<file path="config.mk">
export PLATFORM = sky130hd
export DESIGN_NAME = axis_pixels_upsizer
export DESIGN_NICKNAME = d
export VERILOG_FILES = /design/src/rtl/axis_pixels_upsizer.sv
export SDC_FILE = /design/constraint.sdc
export NUM_CORES = 1
export LEC_CHECK = 0
export ABC_AREA = 1
export CORE_UTILIZATION = 59
export DETAILED_ROUTE_END_ITERATION = 8
export PLACE_DENSITY = 0.89
export SYNTH_ARGS = -nofsm -noshare
export SYNTH_HDL_FRONTEND = slang
export SYNTH_SLANG_ARGS = --single-unit
</file>
<file path="constraint.sdc">
create_clock -name aclk -period 64.2 [get_ports aclk]
set_clock_uncertainty 0.2 [all_clocks]
set_input_delay 12.84 -clock aclk [delete_from_list [all_inputs] [get_ports aclk]]
set_output_delay 12.84 -clock aclk [all_outputs]
set_load 0.005 [all_outputs]
</file>
<file path="src/rtl/axis_pixels_upsizer.sv">
// AXI-Stream width upsizer: packs RATIO narrow beats into one wide beat.
// A partial group is flushed on tlast; the output stage is a single register.
module axis_pixels_upsizer #(
    parameter int WORD_WIDTH = 8,
    parameter int S_WORDS    = 8,
    parameter int M_WORDS    = 32
) (
    input  logic                            aclk,
    input  logic                            areset,
    output logic                            s_axis_tready,
    input  logic                            s_axis_tvalid,
    input  logic                            s_axis_tlast,
    input  logic [S_WORDS*WORD_WIDTH-1:0]   s_axis_tdata,
    input  logic [S_WORDS-1:0]              s_axis_tkeep,
    input  logic                            m_axis_tready,
    output logic                            m_axis_tvalid,
    output logic                            m_axis_tlast,
    output logic [M_WORDS*WORD_WIDTH-1:0]   m_axis_tdata,
    output logic [M_WORDS-1:0]              m_axis_tkeep
);

    localparam int RATIO      = M_WORDS / S_WORDS;
    localparam int BITS_RATIO = $clog2(RATIO);
    localparam int SD         = S_WORDS * WORD_WIDTH;
    localparam int MD         = M_WORDS * WORD_WIDTH;

    localparam logic [BITS_RATIO-1:0] LAST_LANE = BITS_RATIO'(RATIO - 1);

    logic [BITS_RATIO-1:0] r_cnt;
    logic [MD-1:0]         r_asm_data;
    logic [M_WORDS-1:0]    r_asm_keep;
    logic                  r_m_valid;
    logic                  r_m_last;
    logic [MD-1:0]         r_m_data;
    logic [M_WORDS-1:0]    r_m_keep;

    logic                  w_s_ready;
    logic                  w_accept;
    logic                  w_close;
    logic                  w_m_xfer;
    logic [MD-1:0]         w_mrg_data;
    logic [M_WORDS-1:0]    w_mrg_keep;

    // Input may advance whenever the output register is empty or draining.
    assign w_s_ready = !r_m_valid || m_axis_tready;
    assign w_accept  = s_axis_tvalid && w_s_ready;
    assign w_m_xfer  = r_m_valid && m_axis_tready;
    assign w_close   = w_accept && ((r_cnt == LAST_LANE) || s_axis_tlast);

    // Drop the incoming beat into lane r_cnt; lanes above stay zero
    // because the assembly register is cleared after every group.
    always_comb begin
        w_mrg_data = r_asm_data;
        w_mrg_keep = r_asm_keep;
        for (int i = 0; i < RATIO; i++) begin
            if (r_cnt == BITS_RATIO'(i)) begin
                w_mrg_data[i*SD +: SD]           = s_axis_tdata;
                w_mrg_keep[i*S_WORDS +: S_WORDS] = s_axis_tkeep;
            end
        end
    end

    // Lane counter and assembly buffer for the group being built.
    always_ff @(posedge aclk or posedge areset) begin
        if (areset) begin
            r_cnt      <= '0;
            r_asm_data <= '0;
            r_asm_keep <= '0;
        end else if (w_close) begin
            r_cnt      <= '0;
            r_asm_data <= '0;
            r_asm_keep <= '0;
        end else if (w_accept) begin
            r_cnt      <= r_cnt + 1'b1;
            r_asm_data <= w_mrg_data;
            r_asm_keep <= w_mrg_keep;
        end
    end

    // Output register: load on a closing beat, otherwise drop valid
    // once the current word has been taken.
    always_ff @(posedge aclk or posedge areset) begin
        if (areset) begin
            r_m_valid <= 1'b0;
            r_m_last  <= 1'b0;
            r_m_data  <= '0;
            r_m_keep  <= '0;
        end else if (w_close) begin
            r_m_valid <= 1'b1;
            r_m_last  <= s_axis_tlast;
            r_m_data  <= w_mrg_data;
            r_m_keep  <= w_mrg_keep;
        end else if (w_m_xfer) begin
            r_m_valid <= 1'b0;
        end
    end

    assign s_axis_tready = w_s_ready;
    assign m_axis_tvalid = r_m_valid;
    assign m_axis_tlast  = r_m_last;
    assign m_axis_tdata  = r_m_data;
    assign m_axis_tkeep  = r_m_keep;

endmodule

</file>
* Yosys cells after proc, flatten, opt, wreduce, memory -nomap -nowiden
Cells that the tools add are included.
** Storage, ports and cells
- Bits of input ports :: 77
- Output and inout bits :: 291
- Logic and storage cells :: 36
- Register bits :: 580
** Cells by class
- Reduce and logical (&&, ||, !) cells :: 9
- Add/subtract/negate cells :: 1
- Mux-type cells :: 16
- Equality and inequality tests :: 3
** Operators by type and width (count)
- $mux 256 :: 2
- $mux 64 :: 4
- $mux 32 :: 2
- $mux 8 :: 4
- $eq 2x2->1 const B :: 2
- $mux 2 :: 2
- $reduce_bool 2->1 :: 2
- $logic_and 1x1->1 :: 3
- $add 2x1->2 const B :: 1
- $eq 2x1->1 const B :: 1
- $logic_not 2->1 :: 1
- $logic_or 1x1->1 :: 2
- $mux 1 :: 2
- $logic_not 1->1 :: 1

* Depth between registers and ports, before layout
- Depth after elaboration :: 5
- Depth in mapped cells :: 11
- Depth with buffers taken out :: 7

* Worst setup path before layout
No wires, ideal clock.
- Path type :: in2out
- From :: in m_axis_tready
- To :: out s_axis_tready
- Slack :: 38186 ps
- Required time :: 51160 ps
- Arrival :: 12974 ps
- Path buffers :: 0
- Stages on the path :: 2
- Cells stage by stage :: inv_1 -> nand2_1
** Between the ends
- Cells in the longest elaborated chain, start to end :: 1
** RTL lines
- start, declared :: RTL line 15 : input logic m_axis_tready,
- $logic_or 1x1->1 :: RTL line 45 : assign w_s_ready = !r_m_valid || m_axis_tready;
- end, declared :: RTL line 10 : output logic s_axis_tready,
Every way passes these cells.

* Worst setup path in the final report
Same ends and word-level chain as after synthesis.

==> impl_summary.log <==
[metrics] result of the run: complete, no violations
[metrics] leak pwr: around 18 nW
[metrics] worst hold path type: reg -> reg
[metrics] Die ar.: ~45000 µm²
[metrics] final critical path time including I/O delays and setup: 27180 ps
[metrics] Mapped Avg Cell Area: ~7.7 µm²
[metrics] average wire per cell in the routed design: roughly 18 µm
[metrics] synth unique cells: 14
[metrics] Hold Path Sink: r_asm_data[213]
[metrics] Reg-to-Reg End: m_axis_tdata[94]
[metrics] kind of capture point of the worst setup path: output pin
[metrics] fraction of synthesized area in multiplexers: 0%
[metrics] cell family contributing the most delay on the critical path: buffers and inverters
[metrics] worst relative slew slack: between 10% and 20%
[metrics] final weighted congestion of routability-driven global placement: 0.824
[metrics] DRC: 0
[metrics] FF-to-FF setup slack: about 59000 ps
[metrics] cell-by-cell trace of the critical path: clkdlybuf4s50_1, inv_1, nand2_1, clkdlybuf4s50_1
[metrics] crit path setup slack, layout: 37020 ps
[metrics] register area share after synthesis: 56.1%
[metrics] count of routing violations after the opening detailed-route iteration: between 3000 and 4000
[metrics] sum of net half-perimeters after detailed placement: around 42000 µm
[metrics] maximum fanout along the worst path: 4
[metrics] CTS Buf Count: 58
[metrics] cts-stage hold buffer count: 0
[metrics] upper clock frequency limit: around 37 MHz
[metrics] largest family of logic cells by synthesized area: simple AND/OR/NAND/NOR gates
[metrics] DR pass1 iterations: 6
[metrics] share of the cycle needed by the critical path after routing: between 40% and 50%
[metrics] data arrival time of the critical path: ~14000 ps
[metrics] actual slew at the worst max-slew pin: around 1300 ps
[metrics] CTS max path bufs: 3
[metrics] number of maximum-capacitance constraint violations: 0
[metrics] Critical Path Most Common Cell: sky130_fd_sc_hd__clkdlybuf4s50_1
[metrics] WHS Path Cells: 2
[metrics] largest stage delay on the critical path: roughly 550 ps
[metrics] final hold violation count: 0
[metrics] Via Count: approximately 24000
[metrics] number of H-tree levels: 2
[metrics] initial antenna violation count: 1
[metrics] effective utilization at floorplan: between 50% and 60%
[metrics] horizontal extent of the die: about 210 µm
[metrics] via count of the first global-routing pass: 22693
[metrics] number of max-slew violations in the final report: 0
[metrics] Synth warnings: 0
[metrics] overall routing resource usage: 33.5%
[metrics] Clock Sinks: a little under 600
[metrics] critical register-to-register path startpoint: r_cnt[1]
[metrics] Layout Area Growth over Synthesis: 21.7%
[metrics] startpoint type of the worst setup path: primary input
[metrics] power density cells: between 30 and 40 nW/µm²
[metrics] Final ANT Viol Nets: 0
[metrics] Synth Cell Area: about 26000 µm²
[metrics] mean number of vias per cell: roughly 5.7
[metrics] flip-flop and latch count after synthesis: 580
[metrics] Worst-path clk slew: about 60 ps
[metrics] buffering stage count on the worst path with inverters included: 3
[metrics] global-route wire length before repair: around 120000 µm
[metrics] Top-Level Pins: 368
[metrics] count of buffers added by post-CTS timing repair for setup: 0
[metrics] logic depth of the worst register-to-register path: 8
[metrics] critical path start-end classification: in -> out
[metrics] # diodes: 0
[metrics] peak supply drop: about 0.022 mV
[metrics] clock tree from TritonCTS: yes
[metrics] basic-gate share of the synthesized area counting and, or, nand and nor cells: a little under two fifths
[metrics] setup repair after global routing missed its margin: false
[metrics] number of nets at the end of the flow: ~3700
[metrics] number of buffers inserted by port buffering: 367
[metrics] start point of the worst min-delay path: r_asm_data[213]
[metrics] commonest cells after routing, fill and taps aside: sky130_fd_sc_hd__nand2_1, sky130_fd_sc_hd__dfrtp_1, sky130_fd_sc_hd__nand3_1, sky130_fd_sc_hd__clkdlybuf4s50_1, sky130_fd_sc_hd__inv_1
[metrics] Post-Synth Adder-Cell Area: less than 1%
[metrics] setup violators final: 0
[metrics] pin count of the biggest net entering global routing: ~260
[metrics] Slowest cell on crit path: sky130_fd_sc_hd__clkdlybuf4s50_1
[metrics] insertion delay of the later-clocked pin in the worst-skew pair: a little over 600 ps
[metrics] number of rows created at floorplan: 76
[metrics] Net Count, Synth: about 3400
[metrics] Gates resized, CTS repair: 0
[metrics] final global-route overflow total: 0
[metrics] routed wire length: about 75000 µm
[metrics] core footprint: 43200 µm²
[metrics] Mapped Cells: between 3000 and 4000
[metrics] CP Data Required Time: around 51000 ps
[metrics] setup total negative slack: 0 ps
[metrics] compound-cell area share of the yosys netlist: less than 1%
[metrics] DIE HEIGHT: 211 µm
[metrics] leading cell type in the layout, fill and taps excluded: sky130_fd_sc_hd__nand2_1
[metrics] pre-CTS WS: between 30000 and 40000 ps
[metrics] share of final-layout standard cells stronger than drive strength 1: under 10%
[metrics] fraction of synthesized cell area in xor and xnor cells: 0%
[metrics] clk root buf: sky130_fd_sc_hd__clkbuf_16
tightest hold or removal path: cells and delay by family (launching register included):
kind	cells	cell delay [ps]
AND/OR/NAND/NOR	1	50
flip-flops	1	340
buffers and inverters	1	40
Yosys cell counts:
cell / instances / area share, %
sky130_fd_sc_hd__clkbuf_1: 101 / 1.5
sky130_fd_sc_hd__nand3_1: 507 / 9.8
sky130_fd_sc_hd__buf_4: 13 / 0.38
sky130_fd_sc_hd__inv_6: 1 / 0.034
sky130_fd_sc_hd__nand2_1: 1954 / 28
sky130_fd_sc_hd__nand2_2: 1 / 0.024
sky130_fd_sc_hd__a21oi_1: 1 / 0.019
sky130_fd_sc_hd__ha_1: 4 / 0.19
sky130_fd_sc_hd__buf_6: 4 / 0.17
sky130_fd_sc_hd__inv_1: 78 / 1.1
sky130_fd_sc_hd__buf_1: 13 / 0.19
sky130_fd_sc_hd__buf_2: 105 / 2.0
sky130_fd_sc_hd__inv_2: 4 / 0.058
sky130_fd_sc_hd__dfrtp_1: 580 / 56
state kept, by name (all words and copies together), names as in the netlist:
name	count
m_axis_tdata	256
m_axis_tkeep	32
m_axis_tlast	1
m_axis_tvalid	1
r_asm_data	256
r_asm_keep	32
r_cnt	2
worst max-delay path by stage:
stage | start | endpoint | cells past startpoint
after CTS | m_axis_tready | s_axis_tready | 4
final | m_axis_tready | s_axis_tready | 4
after global routing | m_axis_tready | s_axis_tready | 4
after global placement | m_axis_tready | s_axis_tready | 4
after detailed placement | m_axis_tready | s_axis_tready | 4
after floorplan | areset | m_axis_tdata[0] | 1
where the power goes:
part / total (mW) / leakage, nW / switching, mW / internal [mW]
logic: 0.285 / 8.88 / 0.163 / 0.122
clock network: 0.353 / 0.995 / 0.145 / 0.208
registers: 0.472 / 7.85 / 0.0445 / 0.428
total: 1.11 / 17.7 / 0.352 / 0.758
layout make-up:
type | instances | area (µm²)
fill | 3141 | 11700
clock inverter | 20 | 229
clock buffer | 89 | 1760
timing repair buffer | 389 | 3880
sequential | 580 | 14500
tap | 585 | 732
inverter | 83 | 333
multi-input combinational | 2467 | 10000
through the flow:
step	power [mW]	instance area [µm²]	util, %	hold WS [ps]	instances
after floorplan	0.608	25900	-	236	3366
after global placement	0.745	29500	68.3	249	4104
after detailed placement	0.755	29500	68.3	252	4104
after CTS	1.11	31500	72.9	268	4213
after global routing	1.16	31500	72.9	278	4213
final	1.11	31500	72.9	266	4213
per-layer routing:
metal | vias up | share of wire [%] | GRT usage [%]
li1 | 10865 | - | -
met1 | 11415 | 40 | 45.9
met2 | 1375 | 47 | 52.4
met3 | 202 | 9.6 | 7.21
met4 | 2 | 3.8 | 13.6
met5 | - | 0.016 | 0
cells by family (layout without fill, tap and decap cells):
logic type	Yosys count	after routing
AND/OR/NAND/NOR	2462	2462
flip-flops	580	580
AO/OA/AOI/OAI	1	1
adder cells (fa/ha/maj)	4	4
buffers and inverters	319	581
Power figures use the tool's default switching activity.
